### config.mk
export PLATFORM = sky130hd
export DESIGN_NAME = gs_row_sequencer_flat
export DESIGN_NICKNAME = d
export VERILOG_FILES = /design/src/rtl/gs_row_sequencer_pkg.sv /design/src/rtl/gs_row_sequencer_if.sv /design/src/rtl/gs_row_sequencer_offdiag_mux.sv /design/src/rtl/gs_row_sequencer.sv /design/src/flat_wrapper.sv
export SDC_FILE = /design/constraint.sdc
export NUM_CORES = 2
export LEC_CHECK = 0
export ABC_CLOCK_PERIOD_IN_PS = 2860
export BUFFER_PORTS_ARGS = -buffer_cell sky130_fd_sc_hd__buf_2
export CAP_MARGIN = 20
export CORE_UTILIZATION = 30
export CTS_BUF_LIST = sky130_fd_sc_hd__clkbuf_4
export DETAILED_ROUTE_END_ITERATION = 6
export HOLD_SLACK_MARGIN = 0.06
export PLACE_DENSITY = 0.58
export SLEW_MARGIN = 30
export SYNTH_ARGS = -nofsm -noshare
export SYNTH_HDL_FRONTEND = slang
export SYNTH_SLANG_ARGS = --single-unit
### constraint.sdc
create_clock -name i_clk -period 2.86 [get_ports i_clk]
set_input_delay 0 -clock i_clk [delete_from_list [all_inputs] [get_ports i_clk]]
set_output_delay 0 -clock i_clk [all_outputs]
set_load 0.02 [all_outputs]
### src/rtl/gs_row_sequencer_pkg.sv
// Shared sizing, fixed-point format constants and FSM encoding for the
// Gauss-Seidel row sequencer.
package gs_pkg;
    localparam int N        = 8;
    localparam int ITER     = 16;
    localparam int IDX_W    = (N > 1) ? $clog2(N) : 1;
    localparam int SWEEP_W  = (ITER > 1) ? $clog2(ITER) : 1;

    localparam int X_W      = 32;
    localparam int X_FRAC   = 24;
    localparam int COEF_W   = 8;
    localparam int INV_W    = 32;
    localparam int INV_FRAC = 30;

    typedef enum logic [2:0] {LOAD, CLR, START, WAIT, OUT} state_e;
endpackage

### src/rtl/gs_row_sequencer_if.sv
// Row load, core operand/result and solution stream bundle of the sequencer.
interface gs_row_sequencer_if;
    import gs_pkg::*;

    logic [N*COEF_W-1:0]     i_a;
    logic [COEF_W-1:0]       i_b;
    logic [INV_W-1:0]        i_inv;
    logic                    i_valid;
    logic                    o_ready;

    logic                    o_core_clr;
    logic                    o_core_start;
    logic [(N-1)*COEF_W-1:0] o_core_a;
    logic [(N-1)*X_W-1:0]    o_core_x;
    logic [COEF_W-1:0]       o_core_b;
    logic [INV_W-1:0]        o_core_inv;
    logic                    i_core_done;
    logic [X_W-1:0]          i_core_x;

    logic [X_W-1:0]          o_x;
    logic [IDX_W-1:0]        o_x_idx;
    logic                    o_x_valid;
    logic                    i_x_ready;

    modport master (
        output i_a, i_b, i_inv, i_valid, i_core_done, i_core_x, i_x_ready,
        input  o_ready, o_core_clr, o_core_start, o_core_a, o_core_x,
               o_core_b, o_core_inv, o_x, o_x_idx, o_x_valid
    );

    modport slave (
        input  i_a, i_b, i_inv, i_valid, i_core_done, i_core_x, i_x_ready,
        output o_ready, o_core_clr, o_core_start, o_core_a, o_core_x,
               o_core_b, o_core_inv, o_x, o_x_idx, o_x_valid
    );
endinterface

### src/rtl/gs_row_sequencer_offdiag_mux.sv
// Drops column `row` from a coefficient row and the x vector, packing the
// remaining N-1 terms in ascending column order with slot 0 in the MSBs.
module gs_offdiag_mux
    import gs_pkg::*;
(
    input  logic [IDX_W-1:0]             row_i,
    input  logic [N-1:0][COEF_W-1:0]     coef_i,   // element N-1 holds column 0
    input  logic [N-1:0][X_W-1:0]        x_i,      // element j holds x_j
    output logic [N-2:0][COEF_W-1:0]     a_o,      // element N-2 holds slot 0
    output logic [N-2:0][X_W-1:0]        x_o
);
    for (genvar k = 0; k < N-1; k++) begin : g_slot
        logic [IDX_W-1:0] col;

        assign col          = (IDX_W'(k) < row_i) ? IDX_W'(k) : IDX_W'(k+1);
        assign a_o[N-2-k]   = coef_i[IDX_W'(N-1) - col];
        assign x_o[N-2-k]   = x_i[col];
    end
endmodule

### src/rtl/gs_row_sequencer.sv
// Loads an N-row system, drives the per-row core for ITER Gauss-Seidel sweeps
// with in-place write-back, then streams the solution vector out.
module gs_row_sequencer
    import gs_pkg::*;
(
    input  logic              i_clk,
    input  logic              i_reset_n,
    gs_row_sequencer_if.slave bus
);
    state_e                    state_q, state_d;
    logic [IDX_W-1:0]          cnt_q, cnt_d;
    logic [SWEEP_W-1:0]        sweep_q, sweep_d;
    logic [N-1:0][N*COEF_W-1:0] a_q;
    logic [N-1:0][COEF_W-1:0]  b_q;
    logic [N-1:0][INV_W-1:0]   inv_q;
    logic [N-1:0][X_W-1:0]     x_q;

    logic                      load_acc, last_row, last_sweep, wb;
    logic [N-2:0][COEF_W-1:0]  mux_a;
    logic [N-2:0][X_W-1:0]     mux_x;

    // One counter serves as load index, row index and output index.
    assign last_row   = (cnt_q == IDX_W'(N-1));
    assign last_sweep = (sweep_q == SWEEP_W'(ITER-1));
    assign load_acc   = (state_q == LOAD) && bus.i_valid;
    assign wb         = (state_q == WAIT) && bus.i_core_done;

    always_comb begin
        state_d = state_q;
        cnt_d   = cnt_q;
        sweep_d = sweep_q;
        case (state_q)
            LOAD: if (load_acc) begin
                if (last_row) begin
                    cnt_d   = '0;
                    sweep_d = '0;
                    state_d = CLR;
                end else begin
                    cnt_d = cnt_q + IDX_W'(1);
                end
            end
            CLR:   state_d = START;
            START: state_d = WAIT;
            WAIT: if (wb) begin
                if (!last_row) begin
                    cnt_d   = cnt_q + IDX_W'(1);
                    state_d = CLR;
                end else if (!last_sweep) begin
                    cnt_d   = '0;
                    sweep_d = sweep_q + SWEEP_W'(1);
                    state_d = CLR;
                end else begin
                    cnt_d   = '0;
                    state_d = OUT;
                end
            end
            OUT: if (bus.i_x_ready) begin
                if (last_row) begin
                    cnt_d   = '0;
                    state_d = LOAD;
                end else begin
                    cnt_d = cnt_q + IDX_W'(1);
                end
            end
            default: state_d = LOAD;
        endcase
    end

    always_ff @(posedge i_clk or negedge i_reset_n) begin
        if (!i_reset_n) begin
            state_q <= LOAD;
            cnt_q   <= '0;
            sweep_q <= '0;
            a_q     <= '0;
            b_q     <= '0;
            inv_q   <= '0;
            x_q     <= '0;
        end else begin
            state_q <= state_d;
            cnt_q   <= cnt_d;
            sweep_q <= sweep_d;
            if (load_acc) begin
                a_q[cnt_q]   <= bus.i_a;
                b_q[cnt_q]   <= bus.i_b;
                inv_q[cnt_q] <= bus.i_inv;
            end
            // Write-back lands before the next CLR, so the next row sees it.
            if (load_acc && last_row)
                x_q <= '0;
            else if (wb)
                x_q[cnt_q] <= bus.i_core_x;
        end
    end

    gs_offdiag_mux u_mux (
        .row_i  (cnt_q),
        .coef_i (a_q[cnt_q]),
        .x_i    (x_q),
        .a_o    (mux_a),
        .x_o    (mux_x)
    );

    assign bus.o_ready      = (state_q == LOAD);
    assign bus.o_core_clr   = (state_q == CLR);
    assign bus.o_core_start = (state_q == START);
    assign bus.o_core_a     = mux_a;
    assign bus.o_core_x     = mux_x;
    assign bus.o_core_b     = b_q[cnt_q];
    assign bus.o_core_inv   = inv_q[cnt_q];
    assign bus.o_x_valid    = (state_q == OUT);
    assign bus.o_x          = (state_q == OUT) ? x_q[cnt_q] : '0;
    assign bus.o_x_idx      = (state_q == OUT) ? cnt_q : '0;
endmodule

### src/flat_wrapper.sv
// flat-port wrapper written by rule: the top's interface ports become plain ports
module gs_row_sequencer_flat import gs_pkg::*;
  (i_clk, i_reset_n, bus_i_a, bus_i_b, bus_i_inv, bus_i_valid, bus_i_core_done, bus_i_core_x, bus_i_x_ready, bus_o_ready, bus_o_core_clr, bus_o_core_start, bus_o_core_a, bus_o_core_x, bus_o_core_b, bus_o_core_inv, bus_o_x, bus_o_x_idx, bus_o_x_valid);
  gs_row_sequencer_if bus_i ();
  input  logic i_clk;
  input  logic i_reset_n;
  input wire logic [$bits(bus_i.i_a)-1:0] bus_i_a;
  input wire logic [$bits(bus_i.i_b)-1:0] bus_i_b;
  input wire logic [$bits(bus_i.i_inv)-1:0] bus_i_inv;
  input wire logic [$bits(bus_i.i_valid)-1:0] bus_i_valid;
  input wire logic [$bits(bus_i.i_core_done)-1:0] bus_i_core_done;
  input wire logic [$bits(bus_i.i_core_x)-1:0] bus_i_core_x;
  input wire logic [$bits(bus_i.i_x_ready)-1:0] bus_i_x_ready;
  output wire logic [$bits(bus_i.o_ready)-1:0] bus_o_ready;
  output wire logic [$bits(bus_i.o_core_clr)-1:0] bus_o_core_clr;
  output wire logic [$bits(bus_i.o_core_start)-1:0] bus_o_core_start;
  output wire logic [$bits(bus_i.o_core_a)-1:0] bus_o_core_a;
  output wire logic [$bits(bus_i.o_core_x)-1:0] bus_o_core_x;
  output wire logic [$bits(bus_i.o_core_b)-1:0] bus_o_core_b;
  output wire logic [$bits(bus_i.o_core_inv)-1:0] bus_o_core_inv;
  output wire logic [$bits(bus_i.o_x)-1:0] bus_o_x;
  output wire logic [$bits(bus_i.o_x_idx)-1:0] bus_o_x_idx;
  output wire logic [$bits(bus_i.o_x_valid)-1:0] bus_o_x_valid;
  assign bus_i.i_a = bus_i_a;
  assign bus_i.i_b = bus_i_b;
  assign bus_i.i_inv = bus_i_inv;
  assign bus_i.i_valid = bus_i_valid;
  assign bus_i.i_core_done = bus_i_core_done;
  assign bus_i.i_core_x = bus_i_core_x;
  assign bus_i.i_x_ready = bus_i_x_ready;
  assign bus_o_ready = bus_i.o_ready;
  assign bus_o_core_clr = bus_i.o_core_clr;
  assign bus_o_core_start = bus_i.o_core_start;
  assign bus_o_core_a = bus_i.o_core_a;
  assign bus_o_core_x = bus_i.o_core_x;
  assign bus_o_core_b = bus_i.o_core_b;
  assign bus_o_core_inv = bus_i.o_core_inv;
  assign bus_o_x = bus_i.o_x;
  assign bus_o_x_idx = bus_i.o_x_idx;
  assign bus_o_x_valid = bus_i.o_x_valid;
  gs_row_sequencer u_core (.i_clk(i_clk), .i_reset_n(i_reset_n), .bus(bus_i));
endmodule
==> impl_table.tex <==
\begin{tabular}{lr}
\hline
Metric & Value \\
\hline
\multicolumn{2}{l}{\textbf{Routing}} \\
\quad Average via count per standard cell & 5.63 \\
\quad Met2 wirelength from detailed routing & 104,000 µm \\
\quad Total via count in the routed design & 43,000 \\
\quad DR iter-0 viols & 5,104 \\
\quad Detail Route met3 WL & 20,900 µm \\
\quad Final routed wire length divided by cell count & 29.9 µm \\
\quad Top layer used by detailed routing & met5 \\
\quad Drc violations & 0 \\
\quad Wl on met1 & 91,600 µm \\
\quad Initial DRT Pass Iterations & 6 \\
\quad Final ANT Viol Nets & 0 \\
\quad Total detailed-routing wirelength & 228,000 µm \\
\multicolumn{2}{l}{\textbf{Placed design}} \\
\quad Detail Placement HPWL & 126,000 µm \\
\quad Number of buffers inserted by port buffering & 499 \\
\quad Area of placed instances & 57,100 µm² \\
\quad Weighted congestion reported at the end of routability-driven placement & 0.873 \\
\quad Cell total after placement & 6,486 \\
\multicolumn{2}{l}{\textbf{STA}} \\
\quad Setup repair after global routing missed its margin & yes \\
\quad Post-layout worst setup margin & -557 ps \\
\quad Headroom to the max-slew limit & 0.335 \\
\quad Peak clock frequency supported by timing & 293 MHz \\
\quad Worst-margin pin slew & 995 ps \\
\quad Fin. Hold Viols & 0 \\
\quad Count of final setup violators & 375 \\
\quad Clock Skew & 95.9 ps \\
\quad Post-route fraction of the period consumed by the critical path & 1.19 \\
\quad Final worst path period need & 3420 ps \\
\quad Slew Viols, Final & 0 \\
\quad Post-Route Hold Slack & 182 ps \\
\multicolumn{2}{l}{\textbf{Floorplanning}} \\
\quad Row cnt & 150 \\
\quad Area of the die & 170,000 µm² \\
\quad Effective utilization at floorplan & 0.302 \\
\quad Number of ports placed on the die boundary & 500 \\
\quad Die height & 413 µm \\
\quad Die Wd & 413 µm \\
\quad Floorplan Core Area & 167,000 µm² \\
\multicolumn{2}{l}{\textbf{Cells and area}} \\
\quad Area of all placed cells without fillers & 73,700 µm² \\
\quad Area added between synthesis and finish & 45.5\% \\
\quad Combined area of the multi-input logic cells & 25,300 µm² \\
\quad Net total in the final layout & 5,382 \\
\quad Final standard cell count with taps included and fillers excluded & 7,646 \\
\quad Layout Utilization & 0.440 \\
\quad Footprint of the flip-flops and latches & 26,800 µm² \\
\quad Fraction of layout instances using a drive strength above 1 & 0.560 \\
\quad Filler cells & 15,100 \\
\multicolumn{2}{l}{\textbf{Pwr}} \\
\quad Cell area power density & 1280 nW/µm² \\
\quad Total power of the final layout & 94.6 mW \\
\quad Worst supply voltage drop on vdd & 733 µV \\
\quad Static power due to leakage & 35.2 nW \\
\multicolumn{2}{l}{\textbf{Status}} \\
\quad Failing checks & negative setup slack \\
\quad Result of the run & complete, but fails checks \\
\multicolumn{2}{l}{\textbf{Synth}} \\
\quad Number of distinct library cells after synthesis & 68 \\
\quad Yosys warning count & 0 \\
\quad Post-Syn Instances & 3,911 \\
\quad Synthesized netlist net count & 4,057 \\
\quad Register bit count reported by yosys & 1,069 \\
\quad Sequential cell area fraction in the yosys report & 0.528 \\
\quad Ys flop type & dfrtp\_1 \\
\quad Avg Inst Size Synth & 12.9 µm² \\
\quad Share of flip-flops with an asynchronous set or reset & 1.00 \\
\quad Combined area of all synthesized cells & 50,600 µm² \\
\quad EDFF count, synth & 0 \\
\multicolumn{2}{l}{\textbf{Min path}} \\
\quad Hold path cells & 6 \\
\quad Path class of the lowest-slack min-delay path & primary input to flip-flop \\
\quad Hold Path End & u\_core.sweep\_q[3] \\
\quad Startpoint of the worst hold path & bus\_i\_valid \\
\multicolumn{2}{l}{\textbf{Worst setup path}} \\
\quad Maximum fanout count along the critical path & 6 \\
\quad Worst R2R Path Depth & 10 \\
\quad Critical path startpoint category & flip-flop \\
\quad Register-to-register setup slack & -190 ps \\
\quad R2R Path Start & u\_core.cnt\_q[2] \\
\quad Data required, critical path & 2860 ps \\
\quad Worst setup path category & flip-flop to output pin \\
\quad Critical path endpoint category & output pin \\
\quad Endpoint arrival time on the critical path & 3420 ps \\
\quad Critical R2R Capture & u\_core.x\_q[206] \\
\multicolumn{2}{l}{\textbf{Job}} \\
\quad Number of violations of the max-capacitance limit & 0 \\
\multicolumn{2}{l}{\textbf{Global routing}} \\
\quad GRT Overall Usage & 0.243 \\
\quad Vias in the first global route & 42,100 \\
\quad Number of antenna violations at the first check in global routing & 33 \\
\quad Wire length of the first global-routing pass & 301,000 µm \\
\quad Total gr overflow & 0 \\
\quad Largest net degree at the start of global routing & 98 \\
\multicolumn{2}{l}{\textbf{CTS}} \\
\quad H-tree levels & 5 \\
\quad CTS tree & yes \\
\quad Number of buffers created by CTS & 317 \\
\quad Clock latency on the worst-skew pair & 1280 ps \\
\quad CTS sink count & 1,069 \\
\quad Clock-pin slew reported for the worst setup and hold paths after clock tree synthesis & 60 ps \\
\quad Maximum buffer depth of the clock tree & 4 \\
\quad CTS Root Buffer Type & clkbuf\_4 \\
\hline
\end{tabular}
final cells by class:
cell class / instances / share of cell area
multi-input cells: 2482 / 0.343
repair buffers: 1362 / 0.203
clock buffers: 468 / 0.0477
flip-flops and latches: 1069 / 0.363
inverters: 4 / 0.000832
well taps: 2204 / 0.0374
diodes: 6 / 0.000204
clock inverters: 51 / 0.00452
how the worst max path moves through the flow:
| stage | startpoint | to | slack, ps |
|---|---|---|---|
| floorplan | u_core.cnt_q[0] | bus_o_core_x[208] | 180 |
| global placement | u_core.cnt_q[1] | bus_o_core_a[52] | -1 |
| detailed placement | u_core.cnt_q[1] | bus_o_core_a[52] | 30 |
| CTS | u_core.cnt_q[0] | bus_o_core_a[4] | -650 |
| global route | u_core.cnt_q[0] | bus_o_core_a[0] | -690 |
| finish | u_core.cnt_q[0] | bus_o_core_a[0] | -560 |
state kept, by name, summed over array words and instances, names as in the netlist:
| signal | count |
|---|---|
| u_core.inv_q | 256 |
| u_core.b_q | 64 |
| u_core.a_q | 483 |
| u_core.cnt_q | 3 |
| u_core.state_q | 3 |
| u_core.x_q | 256 |
| u_core.sweep_q | 4 |
cell families (layout without fill, tap and decap cells):
| family | count (synthesis) | after routing | share of synthesized area |
|---|---|---|---|
| adders and majority gates | 5 | 5 | 0.00124 |
| other | 0 | 6 | 0 |
| DFF | 1069 | 1069 | 0.528 |
| buffers and inverters | 361 | 1885 | 0.0361 |
| xor gates and xnor gates | 1 | 1 | 0.000173 |
| AOI/OAI and AO/OA | 782 | 782 | 0.120 |
| and+or+nand+nor | 538 | 539 | 0.0456 |
| muxes | 1155 | 1155 | 0.268 |
cell usage in the layout (no fill, tap or decap), types with 17 or more instances in the layout:
cell type and n:
nand2_4 69, mux2i_1 76, dfrtp_1 1066, buf_16 50, buf_2 272, buf_8 31, a22oi_2 33, mux2_1 50
a21oi_1 34, o21ai_0 27, buf_4 301, mux2_4 123, nor2_1 52, a22oi_1 73, a221oi_2 82, buf_12 141
clkbuf_16 37, a221oi_1 26, dlygate4sd3_1 284, mux4_2 41, a221o_1 17, o21ai_1 24, a221oi_4 20, a21oi_2 24
clkinv_1 36, mux2_2 854, nor2_4 18, nand2_2 56, a22o_1 285, nand2_1 261, clkbuf_4 469, buf_6 239
layer usage:
metal  vias up  GRT usage
met2      2548      0.375
met4        42      0.114
met3       619     0.0628
met1     22300      0.318
li1      17500          -
met5         -          0
synthesized netlist by cell type, types with 4 or more instances:
cell | n | area (µm²)
and2_1 | 11 | 68.8
and3_1 | 6 | 37.5
nor2_1 | 70 | 263
nand3_1 | 9 | 45.0
clkbuf_1 | 70 | 263
buf_1 | 62 | 233
nor2b_1 | 10 | 62.6
a211oi_1 | 6 | 45.0
a22o_1 | 288 | 2520
ha_1 | 5 | 62.6
nand2b_1 | 5 | 31.3
a21oi_1 | 65 | 325
o22a_1 | 6 | 52.6
dfrtp_1 | 1069 | 26800
nand2_1 | 391 | 1470
mux2i_1 | 87 | 871
nor3_1 | 5 | 25.0
o2bb2ai_1 | 4 | 35.0
a221oi_1 | 128 | 1120
a221o_1 | 17 | 170
o221ai_1 | 15 | 131
o21a_1 | 4 | 30.0
a22oi_1 | 106 | 796
o22ai_1 | 23 | 144
a31oi_1 | 21 | 131
mux2_2 | 917 | 10300
buf_2 | 176 | 881
o21ai_0 | 71 | 355
mux2_1 | 50 | 563
nor3_2 | 5 | 50.1
mux2_4 | 60 | 901
buf_4 | 31 | 233
inv_1 | 4 | 15.0
mux4_2 | 41 | 923
buf_6 | 18 | 203
a2bb2oi_1 | 4 | 35.0
stage by stage:
| stage | setup WS [ps] | TNS, ps |
|---|---|---|
| 2_1_floorplan | 176 | 0 |
| 3_3_place_gp | -1.09 | -1.09 |
| 3_5_place_dp | 33.4 | 0 |
| 4_1_cts | -646 | -148970 |
| 5_1_grt | -694 | -158550 |
| 6_report | -557 | -112050 |
worst max-delay path: stages (launching register included):
cell and delay (ps):
dfrtp_4 580, buf_16 190, and3b_4 400, buf_6 140
buf_4 110, nand2_1 50, o21ai_0 130, a221oi_2 110
a2bb2oi_4 340, buf_6 170
repair_timing:
| action | 4_1_cts | 5_1_grt |
|---|---|---|
| setup endpoints to repair | 355 | 349 |
| hold buffers | 285 | 0 |
| cloned | 33 | 45 |
| buffers inserted | 126 | 174 |
| gates resized for setup | 452 | 890 |
| pin swaps | 62 | 239 |
| endpoints found under the hold margin | 2138 | 0 |
where the power goes:
part | internal [mW] | switching [mW]
Sequential | 21.5 | 5.17
Clock | 7.85 | 6.84
Combinational | 25.9 | 27.4
Total | 55.2 | 39.4
Note: power is estimated with default switching activity, not from simulation.
